File: src/rtl/uart_mem_bridge.sv
// uart_mem_bridge: turns UART command frames into memory debug-port
// requests and streams 42-bit read responses back out as six bytes.
//
// Ports:
//   clk, reset        system clock, async active-high reset
//   rx_byte/rx_valid  incoming UART bytes (one-cycle strobe)
//   tx_byte/tx_valid/tx_ready  outgoing bytes, valid/ready handshake
//   enable            CPU running; memory port used only while low
//   write_mem_req, rw_flag, target_mem_type, target_addr,
//   uart_rx_data_in   memory debug command
//   uart_tx_data_out, mem_tx_data_ready  memory read response
//   busy, err         not-idle flag, sticky error flag
//
// Option: define UART_BRIDGE_WRITE_ACK_EN to answer every write
// with a single 0xA5 byte.

module uart_mem_bridge #(
    parameter int FRAME_TIMEOUT = 100000,
    parameter int RESP_TIMEOUT  = 16
) (
    input  logic        clk,
    input  logic        reset,
    input  logic [7:0]  rx_byte,
    input  logic        rx_valid,
    output logic [7:0]  tx_byte,
    output logic        tx_valid,
    input  logic        tx_ready,
    input  logic        enable,
    output logic        write_mem_req,
    output logic        rw_flag,
    output logic        target_mem_type,
    output logic [8:0]  target_addr,
    output logic [31:0] uart_rx_data_in,
    input  logic [41:0] uart_tx_data_out,
    input  logic        mem_tx_data_ready,
    output logic        busy,
    output logic        err
);

    localparam int FTW = $clog2(FRAME_TIMEOUT + 1);
    localparam int RTW = $clog2(RESP_TIMEOUT + 1);
    localparam logic [FTW-1:0] FT_LAST = FTW'(FRAME_TIMEOUT - 1);
    localparam logic [RTW-1:0] RT_LAST = RTW'(RESP_TIMEOUT - 1);

`ifdef UART_BRIDGE_WRITE_ACK_EN
    typedef enum logic [2:0] {
        S_IDLE, S_ADDR, S_DATA, S_PEND, S_WAIT, S_TX, S_ACK
    } state_t;
`else
    typedef enum logic [2:0] {
        S_IDLE, S_ADDR, S_DATA, S_PEND, S_WAIT, S_TX
    } state_t;
`endif

    state_t state_q, state_d;

    // frame assembly registers
    logic           rw_q;
    logic           type_q;
    logic [8:0]     addr_q;
    logic [31:0]    data_q;
    logic [1:0]     byte_cnt_q;

    // command registers seen by the memories
    logic           out_rw_q;
    logic           out_type_q;
    logic [8:0]     out_addr_q;
    logic [31:0]    out_data_q;

    logic [41:0]    resp_q;
    logic [2:0]     tx_cnt_q;
    logic [FTW-1:0] ftimer_q;
    logic [RTW-1:0] rtimer_q;
    logic           err_q;

    // FSM strobes
    logic hdr_ld, addr_ld, data_ld, pend_ld, resp_ld;
    logic tx_adv, err_set, req, txv;

    logic [8:0]  addr_nxt;
    logic [31:0] data_nxt;

    assign addr_nxt = addr_ld ? {addr_q[8], rx_byte} : addr_q;
    assign data_nxt = data_ld ? {data_q[23:0], rx_byte} : data_q;

    always_ff @(posedge clk or posedge reset) begin
        if (reset) state_q <= S_IDLE;
        else       state_q <= state_d;
    end

    always_comb begin
        state_d = state_q;
        hdr_ld  = 1'b0;
        addr_ld = 1'b0;
        data_ld = 1'b0;
        pend_ld = 1'b0;
        resp_ld = 1'b0;
        tx_adv  = 1'b0;
        err_set = 1'b0;
        req     = 1'b0;
        txv     = 1'b0;
        unique case (state_q)
            S_IDLE: begin
                if (rx_valid) begin
                    hdr_ld  = 1'b1;
                    state_d = S_ADDR;
                end
            end
            S_ADDR: begin
                if (rx_valid) begin
                    addr_ld = 1'b1;
                    if (rw_q) begin
                        state_d = S_DATA;
                    end else begin
                        pend_ld = 1'b1;
                        state_d = S_PEND;
                    end
                end else if (ftimer_q == FT_LAST) begin
                    err_set = 1'b1;
                    state_d = S_IDLE;
                end
            end
            S_DATA: begin
                if (rx_valid) begin
                    data_ld = 1'b1;
                    if (byte_cnt_q == 2'd3) begin
                        pend_ld = 1'b1;
                        state_d = S_PEND;
                    end
                end else if (ftimer_q == FT_LAST) begin
                    err_set = 1'b1;
                    state_d = S_IDLE;
                end
            end
            S_PEND: begin
                err_set = rx_valid;
                // the CPU owns the memories while enable is high
                if (!enable) begin
                    req = 1'b1;
                    if (out_rw_q) begin
`ifdef UART_BRIDGE_WRITE_ACK_EN
                        state_d = S_ACK;
`else
                        state_d = S_IDLE;
`endif
                    end else begin
                        state_d = S_WAIT;
                    end
                end
            end
            S_WAIT: begin
                err_set = rx_valid;
                if (mem_tx_data_ready) begin
                    resp_ld = 1'b1;
                    state_d = S_TX;
                end else if (rtimer_q == RT_LAST) begin
                    err_set = 1'b1;
                    state_d = S_IDLE;
                end
            end
            S_TX: begin
                err_set = rx_valid;
                txv     = 1'b1;
                if (tx_ready) begin
                    tx_adv = 1'b1;
                    if (tx_cnt_q == 3'd5) state_d = S_IDLE;
                end
            end
`ifdef UART_BRIDGE_WRITE_ACK_EN
            S_ACK: begin
                err_set = rx_valid;
                txv     = 1'b1;
                if (tx_ready) state_d = S_IDLE;
            end
`endif
            default: state_d = S_IDLE;
        endcase
    end

    always_ff @(posedge clk or posedge reset) begin
        if (reset) begin
            rw_q       <= 1'b0;
            type_q     <= 1'b0;
            addr_q     <= '0;
            data_q     <= '0;
            byte_cnt_q <= '0;
            out_rw_q   <= 1'b0;
            out_type_q <= 1'b0;
            out_addr_q <= '0;
            out_data_q <= '0;
            resp_q     <= '0;
            tx_cnt_q   <= '0;
            ftimer_q   <= '0;
            rtimer_q   <= '0;
            err_q      <= 1'b0;
        end else begin
            if (hdr_ld) begin
                rw_q      <= rx_byte[7];
                type_q    <= rx_byte[6];
                addr_q[8] <= rx_byte[0];
            end
            if (addr_ld) addr_q[7:0] <= rx_byte;
            if (data_ld) data_q <= data_nxt;

            if (addr_ld)      byte_cnt_q <= '0;
            else if (data_ld) byte_cnt_q <= byte_cnt_q + 2'd1;

            // last frame byte is folded in directly so the command
            // is complete on the PEND entry edge
            if (pend_ld) begin
                out_rw_q   <= rw_q;
                out_type_q <= type_q;
                out_addr_q <= addr_nxt;
                out_data_q <= data_nxt;
            end

            if (resp_ld) resp_q <= uart_tx_data_out;

            if (state_q != S_TX) tx_cnt_q <= '0;
            else if (tx_adv)     tx_cnt_q <= tx_cnt_q + 3'd1;

            if ((state_q == S_ADDR || state_q == S_DATA) && !rx_valid)
                ftimer_q <= ftimer_q + FTW'(1);
            else
                ftimer_q <= '0;

            if (state_q == S_WAIT) rtimer_q <= rtimer_q + RTW'(1);
            else                   rtimer_q <= '0;

            err_q <= err_q | err_set;
        end
    end

    always_comb begin
        tx_byte = 8'h00;
        if (state_q == S_TX) begin
            case (tx_cnt_q)
                3'd0:    tx_byte = {6'b0, resp_q[41:40]};
                3'd1:    tx_byte = resp_q[39:32];
                3'd2:    tx_byte = resp_q[31:24];
                3'd3:    tx_byte = resp_q[23:16];
                3'd4:    tx_byte = resp_q[15:8];
                3'd5:    tx_byte = resp_q[7:0];
                default: tx_byte = 8'h00;
            endcase
        end
`ifdef UART_BRIDGE_WRITE_ACK_EN
        else if (state_q == S_ACK) begin
            tx_byte = 8'hA5;
        end
`endif
    end

    assign tx_valid        = txv;
    assign write_mem_req   = req;
    assign rw_flag         = out_rw_q;
    assign target_mem_type = out_type_q;
    assign target_addr     = out_addr_q;
    assign uart_rx_data_in = out_data_q;
    assign busy            = (state_q != S_IDLE);
    assign err             = err_q;

endmodule

File: config.mk
export PLATFORM = sky130hd
export DESIGN_NAME = uart_mem_bridge
export DESIGN_NICKNAME = d
export VERILOG_FILES = /design/src/rtl/uart_mem_bridge.sv
export SDC_FILE = /design/constraint.sdc
export NUM_CORES = 1
export LEC_CHECK = 0
export CAP_MARGIN = 20
export CORE_UTILIZATION = 54
export CTS_BUF_LIST = sky130_fd_sc_hd__clkbuf_16
export CTS_CLUSTER_DIAMETER = 150
export DETAILED_ROUTE_END_ITERATION = 12
export GPL_ROUTABILITY_DRIVEN = 1
export PLACE_DENSITY_LB_ADDON = 0.2
export SLEW_MARGIN = 25
export SYNTH_ARGS = -nofsm -noshare
export SYNTH_HDL_FRONTEND = slang
export SYNTH_SLANG_ARGS = --single-unit
File: constraint.sdc
create_clock -name clk -period 5.9 [get_ports clk]
set_input_delay 1.18 -clock clk [delete_from_list [all_inputs] [get_ports clk]]
set_output_delay 1.18 -clock clk [all_outputs]
set_load 0.005 [all_outputs]
### After elaboration in Yosys (flattened, before gate mapping)

Cells that the tools add are included.

* mux-type cells: 44
* bitwise gates (word level): 1
* equal/unequal tests: 20
* reduce and logical (&&, ||, !) cells: 11
* add/sub/neg operators: 4

Operators by type and width (count)
* 8-bit one-hot mux with 6 select lines: 1
* 3-bit 2-to-1 mux: 13
* 32-bit 2-to-1 mux: 1
* 1-bit 2-to-1 mux: 20
* 3-bit one-hot mux with 6 select lines: 1
* 17-bit by 1-bit adder with 17-bit output, second input constant: 1
* 17-bit == test, second input constant: 1
* 17-bit 2-to-1 mux: 1
* 8-bit 2-to-1 mux: 2
* 3-bit by 2-bit == test with 1-bit output, second input constant: 4
* 3-bit == test, second input constant: 4
* 3-bit != test, second input constant: 3
* 2-bit != test, second input constant: 4
* 3-bit by 1-bit == test with 1-bit output, second input constant: 2
* 3-bit zero test: 2
* 6-bit AND reduction: 1
* 5-bit by 1-bit adder with 5-bit output, second input constant: 1
* 5-bit by 4-bit == test with 1-bit output, second input constant: 1
* 5-bit 2-to-1 mux: 1
* 2-bit 2-to-1 mux: 2
* 2-bit nonzero test: 2
* 2-bit OR reduction: 2
* 3-bit by 1-bit adder with 3-bit output, second input constant: 1
* 1-bit one-hot mux with 3 select lines: 1
* other kinds (8): 8

* word-level logic and storage cells: 96
* flip-flop bits (word level): 159

### Logic depth before layout (Yosys ltp)

* depth after elaboration: 5
* mapped depth: 7
* depth with buffers taken out: 7

### Worst setup path before layout

OpenSTA, ideal clock, no wires.

* path type: register -> output
* from: register tx_cnt_q[2]
* to: output tx_byte[2]
* arrival: 1.980 ns
* cell stages (with the launch flop): 7
* required time: 4.720 ns
* setup slack: 2.740 ns
* path buffers: 2
* path through: dfrtp_1 clkbuf_1 inv_1 ha_1 clkbuf_1 o41ai_1 a21oi_1

* word-level cells in the longest chain between the ends: 3
* elaborated cells between the ends (all ways): 8

Ends and longest elaborated chain
* start: declaration: RTL line 71 `logic [2:0] tx_cnt_q;`
* start signal: assignment: RTL line 220 `else if (tx_adv) tx_cnt_q <= tx_cnt_q + 3'd1;`
* 3-bit == test, or another cell as far along: RTL line 237 `case (tx_cnt_q)`
* 8-bit one-hot mux with 6 select lines (*): RTL line 237
* 8-bit 2-to-1 mux (*): RTL line 236 `if (state_q == S_TX) begin`
* end: declaration: RTL line 25 `output logic [7:0] tx_byte,`

Mark *: on every way between the ends. The rest lies on a longest branch, timed or not.

### Worst setup path after layout

* from: register tx_cnt_q[2]
* to: output tx_byte[4]

Same word-level chain as after synthesis.

==> impl_metrics.json <==
{
  "dieArea_mm2": 0.0133,
  "fmax_mhz": 233,
  "grt-busiest-layer": "met2",
  "grt_start_max_net_pins": 62,
  "hold_class": "flop to flop",
  "drive_above_1_share": 0.203,
  "area_delta_synth_final_pct": 24.4,
  "worst-endpoint-arrival_ns": 3.12,
  "period_share": 0.728,
  "final_max_slew_viol_count": 0,
  "n_antenna_cell": 0,
  "avgViaCountPerCell": 5.44,
  "drc": 0,
  "grt_pass1_wl_um": 22300,
  "rows": 40,
  "start_util": 0.564,
  "dp_hpwl_um": 9180,
  "cts_tree": "yes",
  "skew_ns": 0.00582,
  "clock_latency_ns": 0.42,
  "ys_top_cells_by_count": "159 x dfrtp_1, 53 x mux2_2, 43 x mux2_1, 38 x mux2_4, 33 x nor2_1",
  "leakage_nw": 3.78,
  "path_max_fanout": 15,
  "ys_types": 43,
  "cp.required_ns": 4.72,
  "cts-root-buf": "clkbuf_16",
  "p_total_mw": 4.13,
  "fin_nets": 671,
  "async_reset_ff_frac": 1.00,
  "antenna_found_initial": 0,
  "max_slew_margin": 0.354,
  "grt_use_total": 0.223,
  "clock_path_buffers": 2,
  "yosys-top-cells-area": "dfrtp_1 58%, mux2_2 8.6%, mux2_4 8.3%",
  "hold_viol_final": 0,
  "drv_cap": 0,
  "yosysMostFrequentCell": "dfrtp_1",
  "synth_top_cell_by_area": "dfrtp_1",
  "core_mm2": 0.0123,
  "ir_drop_uv": 265,
  "setup_viol": 0,
  "worstSetupPathType": "flop to primary output",
  "drt_pass1_iterations": 5,
  "worst_slew_pin_slew_ns": 0.969,
  "seq_area_frac_synth": 0.576,
  "cp-start-kind": "flop",
  "wl_per_cell_um": 17.3,
  "avgSynthCellArea_um2": 13.9,
  "drt_iter0_drc": 250,
  "synth-edff-count": 0,
  "overflow": 0,
  "ys_seq_elements": 159,
  "fp.dieW_um": 115,
  "netlist_area_mm2": 0.00691,
  "cts_hold_buffers": 0,
  "portBuffers": 110,
  "use_met1": 0.300,
  "htree_levels": 4,
  "grtUsageMet3": 0.0522,
  "p_per_area_mw_per_mm2": 480,
  "numClockSinks": 159,
  "wirelength_um": 13600,
  "routabilityCongestion": 0.863,
  "synth_top_area_frac": 0.576,
  "die_h_um": 115,
  "period_needed_ns": 4.30,
  "syn_inst": 498,
  "postCtsSetupBuffers": 0,
  "num_io_pins": 111,
  "rsz0062_at_grt": "no",
  "ctsResizeCount": 0,
  "cp-end-kind": "primary output",
  "synth_warnings": 0,
  "clk_pin_slew_ns": 0.06,
  "cts_buffers": 17,
  "grt_use_met2": 0.358,
  "vias": 4267,
  "synth_flop_cell": "dfrtp_1",
  "fillers": 870,
  "grt_pass1_vias": 4409,
  "antenna_left": 0,
  "setup-tns-final_ns": 0,
  "syn_nets": 563,
  "status": "completed"
}
registers in the layout, indices dropped and copies added, names as in the netlist:
register and cells:
resp_q 42, data_q 32, uart_rx_data_in 32, ftimer_q 17, addr_q 9, target_addr 9, rtimer_q 5, state_q 3
tx_cnt_q 3, byte_cnt_q 2, err 1, rw_flag 1, rw_q 1, target_mem_type 1, type_q 1
final timing paths:
path                            cells after the start  slack (ns)                     end                     from
max in group asynchronous                           3        3.60        rw_q$_DFFE_PP0P_                    reset
worst max register to register                      3        3.48  resp_q[40]$_DFFE_PP0P_   state_q[0]$_DFFE_PP0P_
worst min-delay path                                1        0.47   rtimer_q[0]$_DFF_PP0_    rtimer_q[0]$_DFF_PP0_
worst max-delay path                                5        1.60              tx_byte[4]  tx_cnt_q[2]$_DFFE_PP0P_
worst min register to register                      1        0.47   rtimer_q[0]$_DFF_PP0_    rtimer_q[0]$_DFF_PP0_
min in group asynchronous                           2        1.20  data_q[31]$_DFFE_PP0P_                    reset
layout make-up:
type                            instances  area, um^2  area share
Sequential cell                       159        3980       0.463
Multi-Input combinational cell        308        2740       0.319
Timing Repair Buffer                  112        1120       0.130
Clock buffer                           17         425      0.0495
Tap cell                              168         210      0.0245
Clock inverter                         13        85.1     0.00990
Inverter                                8        35.0     0.00408
power by group:
part           internal, mW  switching (mW)
Sequential             1.55           0.285
Clock                 0.561           0.402
Combinational         0.852           0.478
Total                  2.96            1.17
worst max-delay path, cell delays in order, from the launching register on:
cell and delay, ns:
dfrtp_1 0.69, inv_1 0.17, ha_1 0.37, o41ai_1 0.88, a21oi_1 0.09, clkdlybuf4s50_1 0.50
cell families (layout without fill, tap and decap cells):
family                     count (synthesis)  count (layout)  share of synthesized area
AOI/OAI and AO/OA                         38              38                     0.0397
xor gates and xnor gates                  18              18                     0.0228
adders and majority gates                  9               9                     0.0163
buffers and inverters                     31             150                     0.0292
DFF                                      159             159                      0.576
muxes                                    136             136                      0.242
and+or+nand+nor                          107             107                     0.0744
through the flow:
stage                     hold slack (ns)  utilization  area [um^2]  std cells  worst slack, ns
after floorplan                     0.433            -         6910        498            0.428
after global placement              0.444        0.658         8070        755             2.29
after detailed placement            0.469        0.659         8080        755             2.11
after CTS                           0.477        0.701         8590        785             1.63
after global routing                0.500        0.701         8590        785             1.44
final                               0.474        0.701         8590        785             1.60
metal layers:
layer,vias to the layer above,share of wire
met4,0,0.011
met1,2185,0.47
met2,96,0.48
met5,-,0
li1,1973,-
met3,13,0.040
placed cells by master, fill, tap and decap left out, drive strengths merged, types with 3 or more instances in the layout:
master         synthesis  layout
and3                   6       6
o21ai                  7       7
and2                   4       4
a31oi                  4       4
dfrtp                159     159
nand3                 13      13
a21oi                  7       7
ha                     9       9
clkdlybuf4s50          0     110
clkinv                 0       8
a22o                   4       4
a222oi                 6       6
nor2                  33      33
nor2b                  9       9
xnor2                  5       5
xor2                  13      13
nand4                  3       3
nor3                   7       7
inv                    8      11
nand2                 26      26
clkbuf                 6      17
mux2                 134     134
No activity file was read; power rests on OpenSTA's default activity.
